File: config.mk
export PLATFORM = sky130hd
export DESIGN_NAME = instr_encode
export DESIGN_NICKNAME = d
export VERILOG_FILES = /design/src/rtl/instr_encode.sv
export SDC_FILE = /design/constraint.sdc
export NUM_CORES = 1
export LEC_CHECK = 0
export CORE_UTILIZATION = 52
export CTS_BUF_LIST = sky130_fd_sc_hd__clkbuf_4
export CTS_CLUSTER_SIZE = 14
export DETAILED_ROUTE_END_ITERATION = 8
export PLACE_DENSITY = 0.79
export SLEW_MARGIN = 20
export SYNTH_ARGS = -nofsm -noshare
export SYNTH_HDL_FRONTEND = slang
export SYNTH_SLANG_ARGS = --single-unit
File: constraint.sdc
create_clock -name clk -period 2.9 [get_ports clk]
set_input_delay 0.435 -clock clk [delete_from_list [all_inputs] [get_ports clk]]
set_output_delay 0.435 -clock clk [all_outputs]
set_load 0.1 [all_outputs]
File: src/rtl/instr_encode.sv
// instr_encode: packs RV32I instruction fields into 32-bit words, flags
// immediates that the chosen format cannot represent, tags each word with a
// sequential instruction-memory address and buffers the results in a small
// FIFO that drains over a valid/ready output channel.
module instr_encode #(
  parameter int unsigned DEPTH     = 4,
  parameter logic [31:0] BASE_ADDR = 32'h0000_0000
) (
  input  logic                     clk,
  input  logic                     reset_n,
  input  logic                     flush_i,
  // request channel
  input  logic                     req_valid_i,
  output logic                     req_ready_o,
  input  logic [2:0]               req_fmt_i,
  input  logic [6:0]               req_op_i,
  input  logic [4:0]               req_rd_i,
  input  logic [4:0]               req_rs1_i,
  input  logic [4:0]               req_rs2_i,
  input  logic [2:0]               req_funct3_i,
  input  logic [6:0]               req_funct7_i,
  input  logic [31:0]              req_imm_i,
  // output channel
  output logic                     out_valid_o,
  input  logic                     out_ready_i,
  output logic [31:0]              out_instr_o,
  output logic [31:0]              out_addr_o,
  output logic                     out_err_o,
  // status
  output logic [$clog2(DEPTH):0]   level_o,
  output logic [7:0]               err_count_o
);

  localparam int unsigned AW = $clog2(DEPTH);
  localparam int unsigned LW = AW + 1;

  typedef enum logic [2:0] {
    FMT_R = 3'd0,
    FMT_I = 3'd1,
    FMT_S = 3'd2,
    FMT_B = 3'd3,
    FMT_U = 3'd4,
    FMT_J = 3'd5
  } fmt_e;

  typedef struct packed {
    logic [31:0] addr;
    logic [31:0] instr;
    logic        err;
  } entry_t;

  typedef logic [AW-1:0] ptr_t;
  typedef logic [LW-1:0] lvl_t;

  // ---------------------------------------------------------------------------
  // Encoder
  // ---------------------------------------------------------------------------
  fmt_e        fmt;
  logic [31:0] enc_word;
  logic        enc_err;

  // An immediate fits an N-bit signed field when every bit from the field's
  // sign position upward carries the same value.
  logic imm_fits_12;   // I/S: imm[31:11] uniform
  logic imm_fits_13;   // B:   imm[31:12] uniform
  logic imm_fits_21;   // J:   imm[31:20] uniform

  assign fmt         = fmt_e'(req_fmt_i);
  assign imm_fits_12 = (&req_imm_i[31:11]) | ~(|req_imm_i[31:11]);
  assign imm_fits_13 = (&req_imm_i[31:12]) | ~(|req_imm_i[31:12]);
  assign imm_fits_21 = (&req_imm_i[31:20]) | ~(|req_imm_i[31:20]);

  // Pack the request fields by format and flag unrepresentable immediates.
  always_comb begin
    // NOTE: every output of a combinational block gets a default first, so
    // no path through the case leaves a value held and no latch is inferred.
    enc_word = 32'h0;
    enc_err  = 1'b0;
    case (fmt)
      FMT_R: begin
        enc_word = {req_funct7_i, req_rs2_i, req_rs1_i, req_funct3_i,
                    req_rd_i, req_op_i};
      end
      FMT_I: begin
        enc_word = {req_imm_i[11:0], req_rs1_i, req_funct3_i, req_rd_i,
                    req_op_i};
        enc_err  = ~imm_fits_12;
      end
      FMT_S: begin
        enc_word = {req_imm_i[11:5], req_rs2_i, req_rs1_i, req_funct3_i,
                    req_imm_i[4:0], req_op_i};
        enc_err  = ~imm_fits_12;
      end
      FMT_B: begin
        enc_word = {req_imm_i[12], req_imm_i[10:5], req_rs2_i, req_rs1_i,
                    req_funct3_i, req_imm_i[4:1], req_imm_i[11], req_op_i};
        enc_err  = req_imm_i[0] | ~imm_fits_13;
      end
      FMT_U: begin
        enc_word = {req_imm_i[31:12], req_rd_i, req_op_i};
        enc_err  = |req_imm_i[11:0];
      end
      FMT_J: begin
        enc_word = {req_imm_i[20], req_imm_i[10:1], req_imm_i[11],
                    req_imm_i[19:12], req_rd_i, req_op_i};
        enc_err  = req_imm_i[0] | ~imm_fits_21;
      end
      default: begin
        // Format codes 6 and 7 have no encoding: emit a zero word, flagged.
        enc_word = 32'h0;
        enc_err  = 1'b1;
      end
    endcase
  end

  // ---------------------------------------------------------------------------
  // Sequencer state and output FIFO
  // ---------------------------------------------------------------------------
  entry_t      mem_q [DEPTH];
  ptr_t        wr_ptr_q,  wr_ptr_d;
  ptr_t        rd_ptr_q,  rd_ptr_d;
  lvl_t        level_q,   level_d;
  logic [31:0] addr_q,    addr_d;
  logic [7:0]  err_cnt_q, err_cnt_d;

  logic   fifo_full;
  logic   fifo_empty;
  logic   push;
  logic   pop;
  entry_t push_entry;
  entry_t head;

  assign fifo_full  = (level_q == lvl_t'(DEPTH));
  assign fifo_empty = (level_q == '0);

  // Ready looks only at registered occupancy and flush; a pop in the same
  // cycle never frees room for a push into a full FIFO.
  assign req_ready_o = ~fifo_full & ~flush_i;
  assign push        = req_valid_i & req_ready_o;
  assign pop         = ~fifo_empty & out_ready_i & ~flush_i;

  assign push_entry = '{addr: addr_q, instr: enc_word, err: enc_err};

  // Next-state: flush wins over push and pop; error count survives a flush.
  always_comb begin
    wr_ptr_d  = wr_ptr_q;
    rd_ptr_d  = rd_ptr_q;
    level_d   = level_q;
    addr_d    = addr_q;
    err_cnt_d = err_cnt_q;
    if (flush_i) begin
      wr_ptr_d = '0;
      rd_ptr_d = '0;
      level_d  = '0;
      addr_d   = BASE_ADDR;
    end else begin
      if (push) begin
        wr_ptr_d = wr_ptr_q + ptr_t'(1);
        addr_d   = addr_q + 32'd4;
        if (enc_err && (err_cnt_q != 8'hFF)) begin
          err_cnt_d = err_cnt_q + 8'd1;
        end
      end
      if (pop) begin
        rd_ptr_d = rd_ptr_q + ptr_t'(1);
      end
      case ({push, pop})
        2'b10:   level_d = level_q + lvl_t'(1);
        2'b01:   level_d = level_q - lvl_t'(1);
        default: level_d = level_q;
      endcase
    end
  end

  // Control registers: pointers, occupancy, address tag and error counter.
  always_ff @(posedge clk or negedge reset_n) begin
    // NOTE: sequential state is assigned with non-blocking '<=' so every
    // register samples the pre-edge values regardless of statement order.
    if (!reset_n) begin
      wr_ptr_q  <= '0;
      rd_ptr_q  <= '0;
      level_q   <= '0;
      addr_q    <= BASE_ADDR;
      err_cnt_q <= 8'h00;
    end else begin
      wr_ptr_q  <= wr_ptr_d;
      rd_ptr_q  <= rd_ptr_d;
      level_q   <= level_d;
      addr_q    <= addr_d;
      err_cnt_q <= err_cnt_d;
    end
  end

  // FIFO storage: written on push only.
  always_ff @(posedge clk) begin
    // NOTE: the storage array is deliberately not reset; occupancy is, and
    // the output gating below keeps stale contents from ever being visible.
    if (push) begin
      mem_q[wr_ptr_q] <= push_entry;
    end
  end

  // ---------------------------------------------------------------------------
  // Outputs
  // ---------------------------------------------------------------------------
  assign head = mem_q[rd_ptr_q];

  assign out_valid_o = ~fifo_empty;
  assign out_instr_o = fifo_empty ? 32'h0 : head.instr;
  assign out_addr_o  = fifo_empty ? 32'h0 : head.addr;
  assign out_err_o   = fifo_empty ? 1'b0  : head.err;
  assign level_o     = level_q;
  assign err_count_o = err_cnt_q;

endmodule
## Yosys cells after proc, flatten, opt, wreduce, memory -nomap -nowiden

Memories as Yosys holds them, arrays and structs flattened.
Index checks and enable logic that the tools add are counted.

| operators by class | value |
|---|---|
| add/sub/neg operators | 6 |
| eq/ne operators | 9 |
| muxes and demuxes | 15 |
| bitwise logic cells | 18 |
| reduce and logical (&&, ||, !) cells | 15 |

Operators with widths:

| kind | count |
|---|---|
| 32-bit one-hot mux with 6 select lines | 1 |
| 32-bit 2-to-1 mux | 4 |
| 32-bit by 3-bit adder with 32-bit output (second input constant) | 1 |
| 12-bit OR reduction | 2 |
| 21-bit AND reduction | 1 |
| 21-bit OR reduction | 1 |
| 20-bit AND reduction | 1 |
| 20-bit OR reduction | 1 |
| 12-bit AND reduction | 1 |
| 3-bit equality test (second input constant) | 3 |
| 1-bit inverter | 9 |
| 8-bit by 1-bit adder with 8-bit output (second input constant) | 1 |
| 2-bit 2-to-1 mux | 4 |
| 8-bit inequality test (second input constant) | 1 |
| 3-bit by 2-bit equality test with 1-bit output (second input constant) | 2 |
| 3-bit zero test | 2 |
| 3-bit one-hot mux with 2 select lines | 1 |
| 1-bit OR | 5 |
| 1-bit one-hot mux with 5 select lines | 1 |
| 2-bit by 1-bit adder with 2-bit output (second input constant) | 2 |
| 1-bit bitwise AND | 4 |
| 2-bit nonzero test | 2 |
| 3-bit by 1-bit adder with 3-bit output (second input constant) | 1 |
| 3-bit by 1-bit equality test with 1-bit output (second input constant) | 1 |
| 9 further kinds | 11 |

| word-level totals | value |
|---|---|
| bits in registers | 47 |
| memory bits (writable) | 260 |
| input port bits | 72 |
| output and inout bits | 78 |
| logic and storage cells | 69 |
| memories | 1 |

Memories:

| name | words | width | rd ports | clocked after Yosys merged registers in | write ports | line | source |
|---|---|---|---|---|---|---|---|
| mem_q | 4 | 65 | 1 | 0 | 1 | 119 | `entry_t mem_q [DEPTH];` |

## Depth between registers and ports, before layout

| depth | value |
|---|---|
| depth in word-level cells | 8 |
| depth in mapped cells | 9 |

## Worst setup path after synthesis

No wires, ideal clock.

| timing | value |
|---|---|
| kind | register -> register |
| from | reg level_q[0] (netlist: level_o[0]) |
| to | mem mem_q[0][0] in the netlist's numbering (enable) |
| arrival | 4.330 ns |
| required time | 2.472 ns |
| path slack | -1.858 ns |
| stages on the path, launching flop included | 4 |
| buffers on the path | 0 |
| period minus slack after synthesis | 4.758 ns |
| cells stage by stage | dfrtp_1 nor3b_2 nor2_1 and3_1 |

| between the ends | value |
|---|---|
| longest elaborated chain between the ends | 6 |

Ends and longest elaborated chain:

| item | line | source |
|---|---|---|
| start: declaration | 122 | `lvl_t level_q, level_d;` |
| start signal: assignment | 188 | `level_q <= level_d;` |
| 3-bit equality test | 133 | `assign fifo_full = (level_q == lvl_t'(DEPTH));` |
| 1-bit inverter | 138 | `assign req_ready_o = ~fifo_full & ~flush_i;` |
| 1-bit bitwise AND | 138 |  |
| via req_ready_o | 14 | `output logic req_ready_o,` |
| 1-bit bitwise AND | 139 | `assign push = req_valid_i & req_ready_o;` |
| 1-bit 2-to-1 mux | 198 | `if (push) begin` |
| 1-bit 2-to-1 mux (not written as such) | 199 | `mem_q[wr_ptr_q] <= push_entry;` |
| end: declaration | 119 |  |

The timed path passes the listed nets, and every way through them passes these cells.

## Worst setup path in the final report

| timing | value |
|---|---|
| from | reg rd_ptr_q[0] |
| to | out out_instr_o[7] |

| between the ends | value |
|---|---|
| longest elaborated chain between the ends | 2 |

Ends and longest elaborated chain:

| item | line | source |
|---|---|---|
| start: declaration | 121 | `ptr_t rd_ptr_q, rd_ptr_d;` |
| start signal: assignment | 187 | `rd_ptr_q <= rd_ptr_d;` |
| memory 4 x 65 bit | - |  |
| 32-bit 2-to-1 mux | 209 | `assign out_instr_o = fifo_empty ? 32'h0 : head.instr;` |
| end: declaration | 26 | `output logic [31:0] out_instr_o,` |

No other way between the ends.

==> flow_metrics.tcl <==
set metrics [dict create \
    status "finished clean" \
    min_path_type "input pin to asynchronous set/reset pin" \
    cts-root-buf "clkbuf_4" \
    wl_um 26900 \
    fin_util 0.694 \
    ctsHtreeMaxLevel 3 \
    fin_crit_sh 0.977 \
    layout_common_cells "edfxtp_1 (252), clkbuf_4 (108), buf_12 (75), clkdlybuf4s50_1 (70), mux4_2 (63)" \
    synth-edff-count 252 \
    syn_avg_cell_area_um2 17.0 \
    vias_per_cell 5.61 \
    final_common_cell "edfxtp_1" \
    dr.pass1.iters 5 \
    placementRows 56 \
    worstPathArrival_ns 2.40 \
    drv_cap 0 \
    tritoncts "built" \
    dpl.cell_count 1198 \
    coreArea_um2 23500 \
    ys_warn_count 0 \
    synthesis.instances 740 \
    rsz0062_at_grt "yes" \
    place_congestion 0.864 \
    die_area_um2 24800 \
    synth_top_area_share 0.603 \
    pwr-share-comb 0.556 \
    synth_seq_cells 297 \
    fin_nets 1034 \
    ctsLongestPathBuffers 3 \
    drtAntennaViolNets 0 \
    end_kind "primary output" \
    p_clk_frac 0.177 \
    syn-cell-area_um2 12600 \
    grt_max_degree 65 \
    cts.sinks 297 \
    async_reset_ff_frac 0.152 \
    cts_made_buffers 73 \
    grt_overflow 0 \
    pwr_density_cell_nw_per_um2 1180 \
    setup_violations 0 \
    grt_pass1_wl_um 42900 \
    ys_seq_area_frac 0.692 \
    wl_per_cell_um 20.2 \
    r2r_slack_ns 0.41 \
    finClkSkew_ns 0.0401 \
    io_pins 150 \
    path_cells "buf_16, mux4_2, and2_2, buf_12" \
    start_util 0.533 \
    path_class "flip-flop to primary output" \
    numPortBuffers 147 \
    via_count 7479 \
    crit_required_ns 2.47 \
    antenna_found_initial 1 \
    stdcell_count 1332 \
    ys.flop_type "edfxtp_1" \
    slew_headroom 0.575 \
    maxSlewViolCount 0 \
    power_frac_seq 0.267 \
    p_int_w 0.0106 \
    area_growth_pct 30.0 \
    p_sw_frac 0.446 \
    final_hold_viol_count 0 \
    peakVddDrop_uv 1200 \
    clk_latency_ns 0.68 \
    worstReg2RegStart "level_o[1]" \
    synth.area.top_cells "edfxtp_1 (60%), mux4_2 (11%), dfrtp_1 (9.0%)" \
    worstSetupStartpoint "rd_ptr_q[0]" \
    yosysTopAreaCell "edfxtp_1" \
    dp_hpwl_um 17600 \
    synth.distinct_cells 58 \
    path_clk_slew_ns 0.07 \
    cp_slowest_cell "mux4_2" \
    p_switching_w 0.00857 \
    leakage_nw 5.85 \
    cp_max_fo 37 \
    grt_usage 0.233 \
    drt_iter0_markers 518 \
    worstMarginPinSlew_ns 0.634 \
    chipWidth_um 157 \
    fmax_mhz 353 \
    die_h_um 157 \
    grt_pass1_vias 7964 \
    drc 0 \
    drive_gt1_frac 0.364 \
    slowest_delay_ns 0.55 \
    finalSetupTns_ns 0 \
    fin_crit_ns 2.83 \
    critPathLaunchType "flip-flop" \
]
power by group through the flow:
stage	Clock, W	Sequential, W	Combinational, W
6_report	0.00340	0.00513	0.0107
5_1_grt	0.00371	0.00516	0.0110
4_1_cts	0.00350	0.00513	0.0106
3_5_place_dp	0	0.00522	0.0106
3_3_place_gp	0	0.00520	0.0105
2_1_floorplan	0	0.00555	0.00649
cell usage after synthesis (5+ instances only):
cell and count:
nand3_1 18, xor2_1 11, a22oi_1 16, inv_1 8, buf_2 6, and3_1 7, nand4_1 15, nand2b_1 9
nor2_1 34, mux4_2 63, nor2b_1 5, edfxtp_1 252, mux2i_1 8, o22ai_1 6, nor4_1 8, a21oi_1 7
o21ai_0 12, dfrtp_1 45, ha_1 6, clkbuf_1 20, buf_1 5, nand2_1 28, xnor2_1 19, and2_1 72
a22o_1 13
flip-flops by register name, summed over array words and instances (netlist names):
register and count:
mem_q 252, addr_q 30, err_count_o 8, level_o 3, rd_ptr_q 2, wr_ptr_q 2
what timing repair did:
item | CTS | global route
buffers inserted | 0 | 0
setup endpoints to repair | 2 | 28
endpoints found under the hold margin | 23 | 0
gates resized for setup | 2 | 22
cloned | 0 | 0
hold buffers | 1 | 0
path summary, 6_finish.rpt:
check / end / cells after the start
setup / recovery: out_instr_o[7] / 4
hold / removal: addr_q[16] / 2
setup reg to reg: level_o[1] / 7
hold reg to reg: err_count_o[6] / 1
max in group asynchronous: err_count_o[0] / 3
min in group clk: err_count_o[6] / 1
critical path: cells and delay by family, from the launching register on:
kind                   cells  cell delay (ns)
buffers and inverters      2             0.43
DFF                        1             0.45
and+or+nand+nor            1             0.23
muxes                      1             0.55
per-stage QoR:
step	hold WS, ns	total power [W]	instance area (um2)	worst slack [ns]
3_3_place_gp	0.456	0.0157	15300	0.298
5_1_grt	0.314	0.0199	16300	-0.0184
6_report	0.290	0.0192	16300	0.0658
4_1_cts	0.272	0.0192	16300	0.00165
2_1_floorplan	0.139	0.0120	12700	0.00277
3_5_place_dp	0.464	0.0158	15300	0.327
kinds of logic after synthesis:
group           share of synthesized area
flops                               0.692
simple gates                        0.102
mux                                 0.122
compound gates                     0.0396
buf+inv                            0.0152
xor+xnor                           0.0209
fa+ha+maj                         0.00757
other cells                      0.000299
layout make-up:
class | instances | area [um2]
Timing Repair Buffer | 174 | 2450
Tap cell | 319 | 399
Multi-Input combinational cell | 399 | 3800
Fill cell | 1524 | 7210
Inverter | 10 | 37.5
Antenna cell | 1 | 2.50
Clock buffer | 108 | 811
Clock inverter | 24 | 129
Sequential cell | 297 | 8700
per-layer routing:
metal / global-route usage / up-vias / wire, um
met4: 0.113 / 0 / 830
met1: 0.287 / 3779 / 10700
li1: - / 3384 / -
met3: 0.0487 / 53 / 1370
met5: 0 / - / 0
met2: 0.394 / 263 / 14000
Note: power is estimated with default switching activity, not from simulation.
